[src/rtl/conv_sched.sv]
// conv_sched: convolution layer scheduler. Accepts a layer descriptor, splits
// the output channels into groups of 32, and for each group requests the
// group's weights, waits for them to land in the MAC array, starts one MAC
// pass and waits for it to finish. Pulses layer_done when all groups are done.
//
// Ports:
//   clk, rst_n                  clock, asynchronous active-low reset
//   desc_vld/desc_rdy           descriptor handshake
//   desc_in_ch/out_ch/map_size  layer shape; desc_wbase weight base address
//   wload_req/ack/addr/len      weight-load request (held until ack)
//   wload_done                  group weights written into the MAC array
//   conv_start/conv_done        MAC pass start pulse / completion pulse
//   in_ch/out_ch/map_size       latched layer configuration
//   grp_idx                     current output-channel group
//   layer_done, busy            layer completion pulse, not-idle flag
//   perf_cycles                 busy-cycle counter (only with CONV_SCHED_PERF_EN)
//
// Optional feature macro: CONV_SCHED_PERF_EN.
module conv_sched (
  input  logic        clk,
  input  logic        rst_n,
  input  logic        desc_vld,
  output logic        desc_rdy,
  input  logic [7:0]  desc_in_ch,
  input  logic [7:0]  desc_out_ch,
  input  logic [15:0] desc_map_size,
  input  logic [31:0] desc_wbase,
  output logic        wload_req,
  input  logic        wload_ack,
  output logic [31:0] wload_addr,
  output logic [15:0] wload_len,
  input  logic        wload_done,
  output logic        conv_start,
  input  logic        conv_done,
  output logic [7:0]  in_ch,
  output logic [7:0]  out_ch,
  output logic [15:0] map_size,
  output logic [2:0]  grp_idx,
  output logic        layer_done,
  output logic        busy
`ifdef CONV_SCHED_PERF_EN
  ,
  output logic [31:0] perf_cycles
`endif
);

  localparam int unsigned NGRP_W = 4;
  localparam int unsigned SUM_W  = 9;
  localparam logic [15:0] WORDS_PER_CH = 16'd80;

  typedef enum logic [2:0] {IDLE, WREQ, WWAIT, START, CWAIT, NEXT} state_t;

  state_t state, state_n;

  logic              accept_c;
  logic              empty_c;
  logic              last_c;
  logic [SUM_W-1:0]  ngrp_sum_c;
  logic [NGRP_W-1:0] ngrp_c;

  // Group count is ceil(out_ch/32), 1..8 for a non-empty layer.
  assign ngrp_sum_c = SUM_W'(out_ch) + SUM_W'(31);
  assign ngrp_c     = NGRP_W'(ngrp_sum_c >> 5);
  assign last_c     = (NGRP_W'(grp_idx) + NGRP_W'(1)) >= ngrp_c;
  assign accept_c   = (state == IDLE) && desc_vld;
  assign empty_c    = (desc_in_ch == 8'd0) || (desc_out_ch == 8'd0);

  // State register.
  always_ff @(posedge clk or negedge rst_n) begin
    if (!rst_n) state <= IDLE;
    else        state <= state_n;
  end

  // Next-state logic; an empty layer is completed without leaving IDLE.
  always_comb begin
    state_n = state;
    unique case (state)
      IDLE:    if (accept_c && !empty_c) state_n = WREQ;
      WREQ:    if (wload_ack)  state_n = WWAIT;
      WWAIT:   if (wload_done) state_n = START;
      START:   state_n = CWAIT;
      CWAIT:   if (conv_done)  state_n = NEXT;
      NEXT:    state_n = last_c ? IDLE : WREQ;
      default: state_n = IDLE;
    endcase
  end

  // Registered handshake/status outputs track the state being entered.
  always_ff @(posedge clk or negedge rst_n) begin
    if (!rst_n) begin
      desc_rdy   <= 1'b1;
      busy       <= 1'b0;
      wload_req  <= 1'b0;
      conv_start <= 1'b0;
      layer_done <= 1'b0;
    end else begin
      desc_rdy   <= (state_n == IDLE);
      busy       <= (state_n != IDLE);
      wload_req  <= (state_n == WREQ);
      conv_start <= (state_n == START);
      layer_done <= (accept_c && empty_c) || ((state == NEXT) && last_c);
    end
  end

  // Latched configuration and per-group weight address; the address is
  // advanced by one group's bytes (len*4) rather than multiplied out.
  always_ff @(posedge clk or negedge rst_n) begin
    if (!rst_n) begin
      in_ch      <= '0;
      out_ch     <= '0;
      map_size   <= '0;
      grp_idx    <= '0;
      wload_addr <= '0;
      wload_len  <= '0;
    end else if (accept_c) begin
      in_ch      <= desc_in_ch;
      out_ch     <= desc_out_ch;
      map_size   <= desc_map_size;
      grp_idx    <= '0;
      wload_addr <= desc_wbase;
      wload_len  <= 16'(desc_in_ch) * WORDS_PER_CH;
    end else if ((state == NEXT) && !last_c) begin
      grp_idx    <= grp_idx + 3'd1;
      wload_addr <= wload_addr + {14'd0, wload_len, 2'b00};
    end
  end

`ifdef CONV_SCHED_PERF_EN
  // Busy-cycle counter: cleared on accept, saturating, holds while idle.
  always_ff @(posedge clk or negedge rst_n) begin
    if (!rst_n)
      perf_cycles <= '0;
    else if (accept_c)
      perf_cycles <= '0;
    else if ((state != IDLE) && (perf_cycles != 32'hFFFF_FFFF))
      perf_cycles <= perf_cycles + 32'd1;
  end
`endif

endmodule

[config.mk]
export PLATFORM = sky130hd
export DESIGN_NAME = conv_sched
export DESIGN_NICKNAME = d
export VERILOG_FILES = /design/src/rtl/conv_sched.sv
export SDC_FILE = /design/constraint.sdc
export NUM_CORES = 1
export LEC_CHECK = 0
export BUFFER_PORTS_ARGS = -buffer_cell sky130_fd_sc_hd__buf_2
export CAP_MARGIN = 20
export CELL_PAD_IN_SITES_DETAIL_PLACEMENT = 1
export CELL_PAD_IN_SITES_GLOBAL_PLACEMENT = 1
export CORE_ASPECT_RATIO = 1.1
export CORE_MARGIN = 8
export CORE_UTILIZATION = 40
export CTS_BUF_LIST = sky130_fd_sc_hd__clkbuf_16
export CTS_CLUSTER_DIAMETER = 120
export DETAILED_ROUTE_END_ITERATION = 8
export GPL_TIMING_DRIVEN = 0
export PLACE_DENSITY_LB_ADDON = 0.3
export SETUP_SLACK_MARGIN = 0.3
export SYNTH_ARGS = -nofsm -noshare
export SYNTH_HDL_FRONTEND = slang
export SYNTH_SLANG_ARGS = --single-unit
[constraint.sdc]
create_clock -name clk -period 6.9 [get_ports clk]
set_input_delay 1.38 -clock clk [delete_from_list [all_inputs] [get_ports clk]]
set_output_delay 1.38 -clock clk [all_outputs]
set_load 0.02 [all_outputs]
* After elaboration in Yosys (flattened, before gate mapping)
Index checks and enable logic that the tools add are counted.
** Storage, ports and cells
- Input bits :: 70
- Logic and storage cells :: 50
- Flip-flop bits (word level) :: 86
** Operators by class
- Equal/unequal tests :: 7
- Multipliers :: 1
- Order comparisons :: 1
- Reduce and logical (&&, ||, !) cells :: 15
- Mux-type cells :: 10
- Add/subtract/negate cells :: 4
** Operator list (number)
- $mux W32 :: 2
- $add A32 B17 Y32 :: 1
- $mux W3 :: 6
- $pmux W3 S6 :: 1
- $logic_not A8 Y1 :: 2
- $mul A8 B3 Y11 const B :: 1
- $add A8 B5 Y9 const B :: 1
- $eq A3 B2 Y1 const B :: 3
- $eq A3 B1 Y1 const B :: 2
- $eq A3 B3 Y1 const B :: 2
- $logic_not A3 Y1 :: 2
- $logic_and A1 B1 Y1 :: 5
- $add A3 B1 Y4 const B :: 1
- $ge A4 B4 Y1 :: 1
- $add A3 B1 Y3 const B :: 1
- $reduce_bool A3 Y1 :: 1
- $logic_not A1 Y1 :: 2
- $logic_or A1 B1 Y1 :: 2
- $reduce_bool A2 Y1 :: 1
- $mux W1 :: 1

* Logic depth before layout (Yosys ltp)
- Word-level depth :: 7
- Depth in mapped cells :: 11
- Depth with buffers taken out :: 11

* Worst setup path after synthesis
No wires, ideal clock.
- Path type :: register to register
- From :: register out_ch[2]
- To :: register wload_addr[31]
- Arrival time :: 3180 ps
- Library setup time :: 94 ps
- Setup slack :: 3626 ps
- Period minus slack after synthesis :: 3274 ps
- Required time :: 6806 ps
- Stages on the path, launching flop included :: 11
- Cell sequence :: dfrtp_1 or4_1 o21a_1 nor2_1 ha_1 nand2b_4 a2111oi_4 nor2_2 o32ai_4 mux2_2 a211oi_1
** On the way
- Cells in the longest elaborated chain, start to end :: 5
** RTL lines
- start, declared :: RTL line 36 : output logic [7:0] out_ch,
- start signal, assigned :: RTL line 117 : out_ch <= desc_out_ch;
- $add A8 B5 Y9 :: RTL line 62 : assign ngrp_sum_c = SUM_W'(out_ch) + SUM_W'(31);
- $ge A4 B4 Y1 :: RTL line 64 : assign last_c = (NGRP_W'(grp_idx) + NGRP_W'(1)) >= ngrp_c;
- $logic_not A1 Y1 :: RTL line 122 : end else if ((state == NEXT) && !last_c) begin
- $logic_and A1 B1 Y1 :: RTL line 122
- $reduce_bool A2 Y1 (no line)
- end signal, assigned :: RTL line 120 : wload_addr <= desc_wbase;
- end signal, assigned :: RTL line 124 : wload_addr <= wload_addr + {14'd0, wload_len, 2'b00};
- end, declared :: RTL line 30 : output logic [31:0] wload_addr,
Every way passes these cells.
A chain may end at the register's enable or synchronous reset.

* Worst setup path after layout
- From :: register out_ch[2]
- To :: register wload_addr[15]
The elaborated chain is that of the path after synthesis.

==> impl_summary.log <==
INFO  metric run_status = finished clean
INFO  metric syn-instance-count = around 530
INFO  metric fraction_of_registers_with_async_set_reset = 100%
INFO  metric yosysWarningCount = 0
INFO  metric total_switching_power = between 1.5 and 2 mW
INFO  metric clk_path_buf_depth = 2
INFO  metric antenna_found_initial = 1
INFO  metric internal_power = approximately 1.6 mW
INFO  metric critPathRequiredTime = ~7.1 ns
INFO  metric dr.pass1.iters = 4
INFO  metric power_frac_clock = ~16%
INFO  metric synth.most_common_cell = sky130_fd_sc_hd__nand2_1
INFO  metric clkTransAtPathRegs = 0.06 ns
INFO  metric cts_inserted_buffers = 9
INFO  metric effective_utilization_at_floorplan = 40.8%
INFO  metric die_width = roughly 120 um
INFO  metric reg2reg_slack = 3.42 ns
INFO  metric clock_tree.root_cell = sky130_fd_sc_hd__clkbuf_16
INFO  metric die_area = 15,400 um^2
INFO  metric rsz0062_at_grt = no
INFO  metric crit_fanout = 10
INFO  metric slew-limit-headroom = about half
INFO  metric post_cts_buffers = 0
INFO  metric via_count = between 4,000 and 5,000
INFO  metric regArea = roughly 2100 um^2
INFO  metric timing.setup.tns = 0 ns
INFO  metric worst_max_slew_pin_slew = 0.760 ns
INFO  metric timing.critical_path.arrival = roughly 3.7 ns
INFO  metric final_util = a little over half
INFO  metric power.combinational.fraction = between 50% and 60%
INFO  metric avgSynthCellArea = around 8.9 um^2
INFO  metric tritoncts = built
INFO  metric hp-start = wload_addr[3]
INFO  metric cell_area_synth = ~4700 um^2
INFO  metric startpoint_type_of_the_worst_setup_path = flop
INFO  metric length_in_cells_of_the_worst_reg_to_reg_path = 11
INFO  metric total_power_after_layout = between 3 and 4 mW
INFO  metric synth.distinct_cells = 57
INFO  metric synth_area_leaders = sky130_fd_sc_hd__dfrtp_1 (44%), sky130_fd_sc_hd__nand2_1 (13%), sky130_fd_sc_hd__ha_1 (7.5%)
INFO  metric synth_seq_cells = 84
INFO  metric wl_per_cell = ~18 um
INFO  metric grt_overflow = 0
INFO  metric timing.critical_path.from = out_ch[2]
INFO  metric post_route_cells_drive_above_1_share = approximately 28%
INFO  metric final_clock_period_utilization_by_the_worst_path = 50.5%
INFO  metric critPathCapture = wload_addr[15]
INFO  metric final_setup_violation_count = 0
INFO  metric crit_path_end_kind = flop
INFO  metric synth_flop_cell = sky130_fd_sc_hd__dfrtp_1
INFO  metric die_h = around 130 um
INFO  metric share_seq_of_total_power = ~29%
INFO  metric finalHoldViolCount = 0
INFO  metric nets = between 700 and 800
INFO  metric synthToLayoutAreaGrowth = 27.5%
INFO  metric rr_startpoint = out_ch[2]
INFO  metric r2r-end = wload_addr[15]
INFO  metric grt.total_usage = 20.1%
INFO  metric detailedRoute.firstIterationViolations = 170
INFO  metric largest_net_degree_at_the_start_of_global_routing = 45
INFO  metric final.fill_count = approximately 1,400
INFO  metric critical_path_class = reg2reg
INFO  metric min_path_type = reg2reg
INFO  metric placement.cell_area = approximately 5700 um^2
INFO  metric ant_diodes = 0
INFO  metric place_hpwl = 12.0 mm
INFO  metric floorplan.core_area = 11,400 um^2
INFO  metric skew = 0.00650 ns
INFO  metric crit_path_max_incr_delay = 0.56 ns
INFO  metric detail_route.wirelength = roughly 15 mm
INFO  metric clock_tree.htree_level_count = 3
INFO  metric postLayoutCellArea = between 5000 and 6000 um^2
INFO  metric yosys-top-cells-count = sky130_fd_sc_hd__nand2_1 (156), sky130_fd_sc_hd__dfrtp_1 (83), sky130_fd_sc_hd__nor2_1 (37), sky130_fd_sc_hd__ha_1 (28), sky130_fd_sc_hd__a21oi_1 (24)
INFO  metric powerDensity = about 530 nW/um^2
INFO  metric p_leak = between 3 and 4 nW
INFO  metric clk-insertion-delay-late = between 0.3 and 0.4 ns
INFO  metric floorplan.rows = 41
INFO  metric drc_errors = 0
INFO  metric post_synth_edffs = 0
INFO  metric placement.io_buffers = roughly 150
INFO  metric post_drt_via_cell_ratio = roughly 5.2
INFO  metric timing.max_cap.violations = 0
INFO  metric first_global_vias = between 4,000 and 5,000
INFO  metric power.share.switching = a little under half
INFO  metric report.final.slew_viol_count = 0
INFO  metric synth-seq-area-share = approximately 45%
INFO  metric path_cells = or4_1 -> o21a_1 -> nand2_1 -> xor2_1 -> ha_1 -> o21a_1 -> nor2_1 -> o21ai_2 -> clkbuf_1 -> o22ai_1 -> a211oi_1
INFO  metric synthDominantCellAreaShare = roughly 44%
INFO  metric cts_resized = 0
INFO  metric gp_routability_congestion = about 0.81
INFO  metric multi_input_comb_area = around 2400 um^2
INFO  metric io-pin-count = 158
INFO  metric layoutNonFillerInstCount = 849
INFO  metric maxClockFrequency = ~290 MHz
INFO  metric drtAntennaViolNets = 0
INFO  metric holdBufCountCts = 0
INFO  metric grt_first_pass_wirelength = 24.9 mm
INFO  metric layout_min_cycle_time = ~3.5 ns
INFO  metric yosysTopAreaCell = sky130_fd_sc_hd__dfrtp_1
INFO  metric slowest_stage_cell_cp = sky130_fd_sc_hd__or4_1
INFO  metric tritoncts_num_sinks = between 80 and 90
INFO  metric worst_path_most_repeated_cell = sky130_fd_sc_hd__o21a_1
INFO  metric placed_cells_incl_taps = about 830
INFO  metric vdd_drop_max = about 0.17 mV
==> power by group through the flow <==
stage / Combinational (mW) / Sequential [mW] / Clock [mW]
3_3_place_gp: 1.69 / 0.897 / 0
3_5_place_dp: 1.75 / 0.916 / 0
5_1_grt: 1.92 / 0.942 / 0.519
2_1_floorplan: 0.950 / 1.14 / 0
4_1_cts: 1.77 / 0.912 / 0.498
6_report: 1.74 / 0.912 / 0.487
==> stage by stage <==
| stage | hold WS (ns) | setup slack (ns) |
|---|---|---|
| 2_1_floorplan | 0.581 | 3.63 |
| 3_3_place_gp | 0.453 | 3.42 |
| 3_5_place_dp | 0.462 | 3.39 |
| 4_1_cts | 0.478 | 3.39 |
| 5_1_grt | 0.503 | 3.25 |
| 6_report | 0.471 | 3.42 |
==> state kept, by name, indices dropped and copies added (netlist names) <==
name and flops:
busy 1, conv_start 1, desc_rdy 1, grp_idx 3, in_ch 8, layer_done 1, map_size 16, out_ch 8
state 3, wload_addr 32, wload_len 9, wload_req 1
==> worst min path at each step <==
stage / to / slack [ns] / cells after the start
2_1_floorplan: in_ch[2] / 0.58 / 2
5_1_grt: wload_addr[0] / 0.50 / 2
3_3_place_gp: wload_addr[0] / 0.45 / 2
6_report: wload_addr[3] / 0.47 / 2
3_5_place_dp: wload_addr[3] / 0.46 / 2
4_1_cts: wload_addr[3] / 0.48 / 2
==> placed cells by master, fill, tap and decap left out, types with 5 or more instances in the layout <==
cell / instances
sky130_fd_sc_hd__nor2_1: 37
sky130_fd_sc_hd__o22ai_1: 8
sky130_fd_sc_hd__a211oi_1: 11
sky130_fd_sc_hd__a21oi_1: 24
sky130_fd_sc_hd__buf_4: 8
sky130_fd_sc_hd__ha_1: 28
sky130_fd_sc_hd__nand3_1: 10
sky130_fd_sc_hd__o21a_1: 5
sky130_fd_sc_hd__conb_1: 5
sky130_fd_sc_hd__inv_1: 12
sky130_fd_sc_hd__xnor2_1: 17
sky130_fd_sc_hd__nand2_1: 156
sky130_fd_sc_hd__xor2_1: 6
sky130_fd_sc_hd__and3_1: 6
sky130_fd_sc_hd__nor3_1: 5
sky130_fd_sc_hd__dfrtp_1: 83
sky130_fd_sc_hd__clkbuf_16: 9
sky130_fd_sc_hd__buf_2: 154
sky130_fd_sc_hd__clkbuf_1: 13
sky130_fd_sc_hd__o21ai_0: 22
==> final cells by class <==
cell class              count  share of cell area (%)
multi-input cells         407                    40.4
flip-flops and latches     84                    35.3
repair buffers            153                    13.3
clock buffers               9                    3.78
well taps                 150                    3.15
plain buffers              27                    2.21
clock inverters             7                    1.11
inverters                  12                   0.757
==> kinds of logic (layout without fill, tap and decap cells) <==
kind of cell	Yosys count	after routing	synth area share, %
buf+inv	39	208	3.78
compound gates	99	99	14.5
other cells	1	5	0.0803
mux	6	6	1.37
flops	84	84	45.1
fa+ha+maj	30	30	8.36
simple gates	244	244	22.5
xor+xnor	23	23	4.32
==> critical path, delay by kind of cell, from the launching register on <==
| family | cells | cell delay [ns] |
|---|---|---|
| DFF | 1 | 0.39 |
| buffers and inverters | 1 | 0.54 |
| AOI/OAI and AO/OA | 5 | 1.28 |
| adders and majority gates | 1 | 0.24 |
| and+or+nand+nor | 3 | 0.76 |
| xor gates and xnor gates | 1 | 0.16 |
==> metal layers <==
layer	vias to the layer above	part of all wire [%]	GRT usage [%]	routed length, um
li1	2119	-	-	-
met1	2183	42	22.4	6370
met2	126	51	36.0	7800
met3	18	6.0	5.44	919
met4	2	1.6	7.74	238
met5	-	0.10	0	16
(Power assumes the default switching activity.)
